### src/rtl/alu_muldiv_seq.sv
// Multi-cycle RV32M multiply/divide sequencer. It has no arithmetic of its own:
// every add, subtract and compare is issued to the shared EXU ALU, one op per cycle.
module alu_muldiv_seq #(
    parameter logic [2:0] ALU_ADD = 3'b000,
    parameter logic [2:0] ALU_LTU = 3'b011
) (
    input  logic        clk,
    input  logic        rst,
    input  logic        in_valid,
    output logic        in_ready,
    input  logic [2:0]  in_op,
    input  logic [31:0] in_a,
    input  logic [31:0] in_b,
    output logic        out_valid,
    input  logic        out_ready,
    output logic [31:0] out_res,
    output logic        busy,
    output logic [31:0] alu_a,
    output logic [31:0] alu_b,
    output logic [2:0]  alu_funct,
    output logic        alu_funcs,
    input  logic [31:0] alu_val
);

    localparam logic [2:0]  OpMulh   = 3'b001;
    localparam logic [2:0]  OpMulhsu = 3'b010;
    localparam logic [2:0]  OpMulhu  = 3'b011;
    localparam logic [2:0]  OpRem    = 3'b110;
    localparam logic [31:0] MinInt   = 32'h8000_0000;

    typedef enum logic [2:0] {
        StIdle,
        StNegA,
        StNegB,
        StMul,
        StDivC,
        StDivS,
        StFix,
        StDone
    } state_e;

    state_e      state_q, state_d;
    logic [2:0]  op_q, op_d;
    // hi/lo hold the product halves for multiplies and rem/quotient for divides.
    logic [31:0] hi_q, hi_d;
    logic [31:0] lo_q, lo_d;
    logic [31:0] b_q, b_d;
    logic        neg_q, neg_d;
    logic        ge_q, ge_d;
    logic [4:0]  cnt_q, cnt_d;
    logic [31:0] res_q, res_d;

    logic [31:0] sh;
    logic [31:0] sel;
    logic        carry;

    // Operand a is taken as signed for MUL, MULH, MULHSU, DIV and REM.
    function automatic logic sgn_a(input logic [2:0] op);
        return op[2] ? ~op[0] : (op != OpMulhu);
    endfunction

    // Operand b is taken as signed for MUL, MULH, DIV and REM.
    function automatic logic sgn_b(input logic [2:0] op);
        return op[2] ? ~op[0] : ~op[1];
    endfunction

    assign in_ready  = (state_q == StIdle);
    assign out_valid = (state_q == StDone);
    assign busy      = (state_q != StIdle) && (state_q != StDone);
    assign out_res   = res_q;

    // Divider shift-in word and the result word picked for this op.
    assign sh  = {hi_q[30:0], lo_q[31]};
    assign sel = op_q[2] ? (op_q[1] ? hi_q : lo_q) : ((op_q[1:0] == 2'b00) ? lo_q : hi_q);

    // Sequencer state register and datapath registers.
    always_ff @(posedge clk) begin
        if (rst) begin
            state_q <= StIdle;
            op_q    <= '0;
            hi_q    <= '0;
            lo_q    <= '0;
            b_q     <= '0;
            neg_q   <= 1'b0;
            ge_q    <= 1'b0;
            cnt_q   <= '0;
            res_q   <= '0;
        end else begin
            state_q <= state_d;
            op_q    <= op_d;
            hi_q    <= hi_d;
            lo_q    <= lo_d;
            b_q     <= b_d;
            neg_q   <= neg_d;
            ge_q    <= ge_d;
            cnt_q   <= cnt_d;
            res_q   <= res_d;
        end
    end

    // Next-state, datapath update and ALU drive for the current step.
    always_comb begin
        state_d   = state_q;
        op_d      = op_q;
        hi_d      = hi_q;
        lo_d      = lo_q;
        b_d       = b_q;
        neg_d     = neg_q;
        ge_d      = ge_q;
        cnt_d     = cnt_q;
        res_d     = res_q;
        alu_a     = '0;
        alu_b     = '0;
        alu_funct = ALU_ADD;
        alu_funcs = 1'b0;
        carry     = 1'b0;

        unique case (state_q)
            StIdle: begin
                if (in_valid) begin
                    op_d  = in_op;
                    cnt_d = '0;
                    b_d   = in_b;
                    ge_d  = 1'b0;
                    if (in_op[2] && (in_b == '0)) begin
                        // Divide by zero: q = all ones, rem = a; one pass-through FIX cycle.
                        hi_d    = in_a;
                        lo_d    = '1;
                        neg_d   = 1'b0;
                        state_d = StFix;
                    end else if (in_op[2] && !in_op[0] && (in_a == MinInt) && (in_b == '1)) begin
                        // Signed overflow: q = MinInt, rem = 0.
                        hi_d    = '0;
                        lo_d    = MinInt;
                        neg_d   = 1'b0;
                        state_d = StFix;
                    end else begin
                        hi_d  = '0;
                        lo_d  = in_a;
                        neg_d = sgn_a(in_op)
                              & (in_a[31] ^ (sgn_b(in_op) & (in_op != OpRem) & in_b[31]));
                        if (sgn_a(in_op)) begin
                            state_d = StNegA;
                        end else if (in_op[2]) begin
                            state_d = StDivC;
                        end else begin
                            state_d = StMul;
                        end
                    end
                end
            end
            StNegA: begin
                alu_funcs = 1'b1;
                alu_b     = lo_q;
                lo_d      = lo_q[31] ? alu_val : lo_q;
                if (sgn_b(op_q)) begin
                    state_d = StNegB;
                end else begin
                    state_d = StMul;
                end
            end
            StNegB: begin
                alu_funcs = 1'b1;
                alu_b     = b_q;
                b_d       = b_q[31] ? alu_val : b_q;
                state_d   = op_q[2] ? StDivC : StMul;
            end
            StMul: begin
                // Adding zero when lo[0] is clear keeps hi unchanged and forces carry to 0.
                alu_a = hi_q;
                alu_b = lo_q[0] ? b_q : '0;
                carry = (hi_q[31] & alu_b[31]) | ((hi_q[31] | alu_b[31]) & ~alu_val[31]);
                hi_d  = {carry, alu_val[31:1]};
                lo_d  = {alu_val[0], lo_q[31:1]};
                cnt_d = cnt_q + 5'd1;
                if (cnt_q == 5'd31) begin
                    if (op_q == OpMulhu) begin
                        res_d   = hi_d;
                        state_d = StDone;
                    end else begin
                        state_d = StFix;
                    end
                end
            end
            StDivC: begin
                alu_a     = sh;
                alu_b     = b_q;
                alu_funct = ALU_LTU;
                ge_d      = hi_q[31] | ~alu_val[0];
                state_d   = StDivS;
            end
            StDivS: begin
                alu_a     = sh;
                alu_b     = b_q;
                alu_funcs = 1'b1;
                hi_d      = ge_q ? alu_val : sh;
                lo_d      = {lo_q[30:0], ge_q};
                cnt_d     = cnt_q + 5'd1;
                if (cnt_q == 5'd31) begin
                    if (op_q[0]) begin
                        res_d   = op_q[1] ? hi_d : lo_d;
                        state_d = StDone;
                    end else begin
                        state_d = StFix;
                    end
                end else begin
                    state_d = StDivC;
                end
            end
            StFix: begin
                if (neg_q) begin
                    if ((op_q == OpMulh) || (op_q == OpMulhsu)) begin
                        // High word of the 64-bit two's complement negation.
                        alu_a = ~hi_q;
                        alu_b = {31'b0, (lo_q == '0)};
                    end else begin
                        alu_b     = sel;
                        alu_funcs = 1'b1;
                    end
                    res_d = alu_val;
                end else begin
                    res_d = sel;
                end
                state_d = StDone;
            end
            StDone: begin
                if (out_ready) begin
                    state_d = StIdle;
                end
            end
        endcase
    end

endmodule

### config.mk
export PLATFORM = sky130hd
export DESIGN_NAME = alu_muldiv_seq
export DESIGN_NICKNAME = d
export VERILOG_FILES = /design/src/rtl/alu_muldiv_seq.sv
export SDC_FILE = /design/constraint.sdc
export NUM_CORES = 1
export LEC_CHECK = 0
export CAP_MARGIN = 25
export CORE_MARGIN = 2
export CORE_UTILIZATION = 50
export CTS_BUF_LIST = sky130_fd_sc_hd__clkbuf_4 sky130_fd_sc_hd__clkbuf_8 sky130_fd_sc_hd__clkbuf_16
export DETAILED_ROUTE_END_ITERATION = 12
export PLACE_DENSITY_LB_ADDON = 0.15
export SETUP_SLACK_MARGIN = 0.15
export SYNTH_ARGS = -nofsm -noshare
export SYNTH_HDL_FRONTEND = slang
export SYNTH_SLANG_ARGS = --single-unit
### constraint.sdc
create_clock -name clk -period 2.95 [get_ports clk]
set_clock_uncertainty 0.2 [all_clocks]
set_input_delay 0.7375 -clock clk [delete_from_list [all_inputs] [get_ports clk]]
set_output_delay 0.7375 -clock clk [all_outputs]
set_load 0.02 [all_outputs]
==> results.ini <==
[status]
outcome = finished with violations
violations = setup timing

[critical_path]
reg2reg_from = state_q[2]$_SDFFE_PP0P_
start_kind = flip-flop
cp.arrival_ps = 2070
crit_fanout = 4
critPathLaunch = state_q[0]$_SDFFE_PP0P_
critical_path_class = flip-flop to output port
endpoint_kind = output port
cp.required_ps = 2010

[place]
io_buffers = 204
dp_hpwl_mm = 27.1
dp.cells = 1658
gp_congestion = 0.931

[timing]
setup_slack_ps = -61.2
fmax_ghz = 0.332
worstMarginPinSlew_ps = 779
min_period_ps = 3010
slew_headroom_pct = 48.1
drv_slew = 0
min_period_over_period_pct = 102
rsz0062_at_grt = yes
hold_viol = 0
setup_viol = 21

[grt]
grt_overflow = 0
grt_pass1_wl_mm = 66.8
met2_usage_pct = 65.5
grtUsageMet1_pct = 52.8
first_global_vias = 12200
grt_max_degree = 67
grt_util_met3_pct = 11.8
grtUsageTotal_pct = 42.5
antenna_found_initial = 0
top_usage_layer = met2

[drt]
first_pass_iters = 12
ant_nets = 0
vias = 12700
wirelength_mm = 45.1
drtIter0Drc = 2297
drc = 0
avgViaCountPerCell = 7.33
wire_per_inst_microns = 25.9

[final_layout]
antennaDiodeCount = 0
fillerInstances = 1143
drive_above_1_share_pct = 31.4
nets = 1597
layout_common_cells = buf_4, nor2_1, dfxtp_1
final_cells = 1739
area_delta_synth_final_pct = 59.0
final_common_cell = buf_4

[floorplanning]
rows = 50
ios = 206
initial_core_util_pct = 50.5
die_y_microns = 141
die_w_microns = 141
dieArea_sq_um = 19800
coreArea_sq_um = 18500

[power]
fin_total_pwr_mw = 13.2
leakage_nw = 5.30
vdd_drop_max_uv = 505
power_density_nw_per_um2 = 890

[worst_hold_path]
hp-start = cnt_q[2]$_SDFFE_PP0P_
min_path_type = flip-flop to flip-flop

[run]
cap_violations = 0

[logic_synthesis]
ys_seq_area_share_pct = 30.2
synth_flop_cell = dfxtp_1
synth_edf_count = 0
synthTopCellsByArea = dfxtp_1, a22oi_1, mux2i_1
syn_area_per_cell_sq_um = 7.90
synthCells = 1185
syn-cell-area_sq_um = 9360
syn-num-nets = 1290
ys_ff_latch = 141
async_flop_share_pct = 0
yosysTopAreaCell = dfxtp_1
synth_top_cell_area_share_pct = 30.2
synth_warnings = 0
ys_types = 61

[cts]
clk_latency_ps = 440
cts_max_path_buffers = 2
clockRootBuffer = clkbuf_16
cts_hold_buf = 0
cts_tree = yes
cts-buffers-inserted = 17
clkSinkCount = 141
htreeDepth = 4
cts.clk_slew.worst_paths_ps = 70

==> sequential cells by signal (all words and copies together), names as in the netlist <==
name	count
state_q	3
b_q	32
out_res	32
ge_q	1
lo_q	32
cnt_q	5
op_q	3
neg_q	1
hi_q	32
==> Yosys cell counts (all sizes together), types with 2 or more instances <==
cell type and count:
dfxtp 141, nor2b 2, nor3b 2, nor3 5, inv 8, o221ai 3, a222oi 31, a22oi 125
and4b 2, buf 38, nor2 148, o21ai 104, a31oi 2, and2 2, a211oi 34, and3 2
clkbuf 92, a311oi 36, o22ai 33, nand2b 34, o211ai 33, nor4b 2, nand4 13, mux2i 64
o2111ai 30, ha 2, nand2 95, or3 2, nand3 6, nand3b 2, a21oi 20, a221oi 33
nor4 22, xor2 2
==> layer usage <==
metal,up-vias,share of wire [%],wire (microns)
met1,5853,35,15700
li1,5299,-,-
met5,-,0,0
met4,0,7.5,3360
met2,1252,43,19600
met3,345,14,6430
==> area by class of cell <==
class                           count  area (sq um)  share of cell area, %
Clock buffer                       17           425                   2.86
Inverter                            8          32.5                  0.219
Clock inverter                     15           235                   1.58
Sequential cell                   141          2840                   19.1
Multi-Input combinational cell    906          6870                   46.2
Tap cell                          234           293                   1.97
Timing Repair Buffer              418          4180                   28.1
==> through the flow <==
step	setup TNS (ps)	util (%)	instance area [sq um]	setup WS (ps)	hold slack, ps
after floorplan	0	-	9360	271	236
after global placement	-22170	68.3	12600	-319	245
after detailed placement	-27090	68.3	12600	-427	253
after CTS	0	76.6	14200	12.9	261
after global routing	-1990	80.3	14900	-119	306
final	-489	80.3	14900	-61.2	284
==> worst max-delay path, stage by stage, from the launching register on <==
cell,delay [ps]
dfxtp_4,360
nand3b_1,230
nor2_2,200
buf_4,150
o21ai_4,90
nor2_2,190
a221oi_2,60
o31ai_1,70
buf_4,170
buf_6,110
==> timing repair <==
action | in CTS | in global routing
cloned | 5 | 2
resized for setup | 621 | 129
setup endpoints to repair | 129 | 104
pin swaps | 39 | 27
setup buffers | 30 | 12
==> logic make-up (layout without fill, tap and decap cells) <==
family,count (synthesis),in the layout,share of synthesized area (%)
compound gates,492,492,39.1
xor+xnor,3,3,0.281
fa+ha+maj,3,3,0.374
buf+inv,138,458,6.26
flops,141,141,30.2
mux,65,65,6.97
other cells,1,1,0.0401
simple gates,342,342,16.8
==> report_power, final <==
group	total [mW]	switching [mW]	internal, mW
combinational	7.45	4.19	3.26
clock	2.49	0.974	1.52
sequential	3.31	0.829	2.48
==> worst paths after layout <==
path	endpoint	slack (ps)	depth (start not counted)
worst max register to register	hi_q[25]$_SDFFE_PP0P_	300	8
worst max-delay path	alu_b[0]	-60	9
worst min register to register	cnt_q[2]$_SDFFE_PP0P_	280	2
worst min-delay path	cnt_q[2]$_SDFFE_PP0P_	280	2
Note: power is estimated with default switching activity, not from simulation.
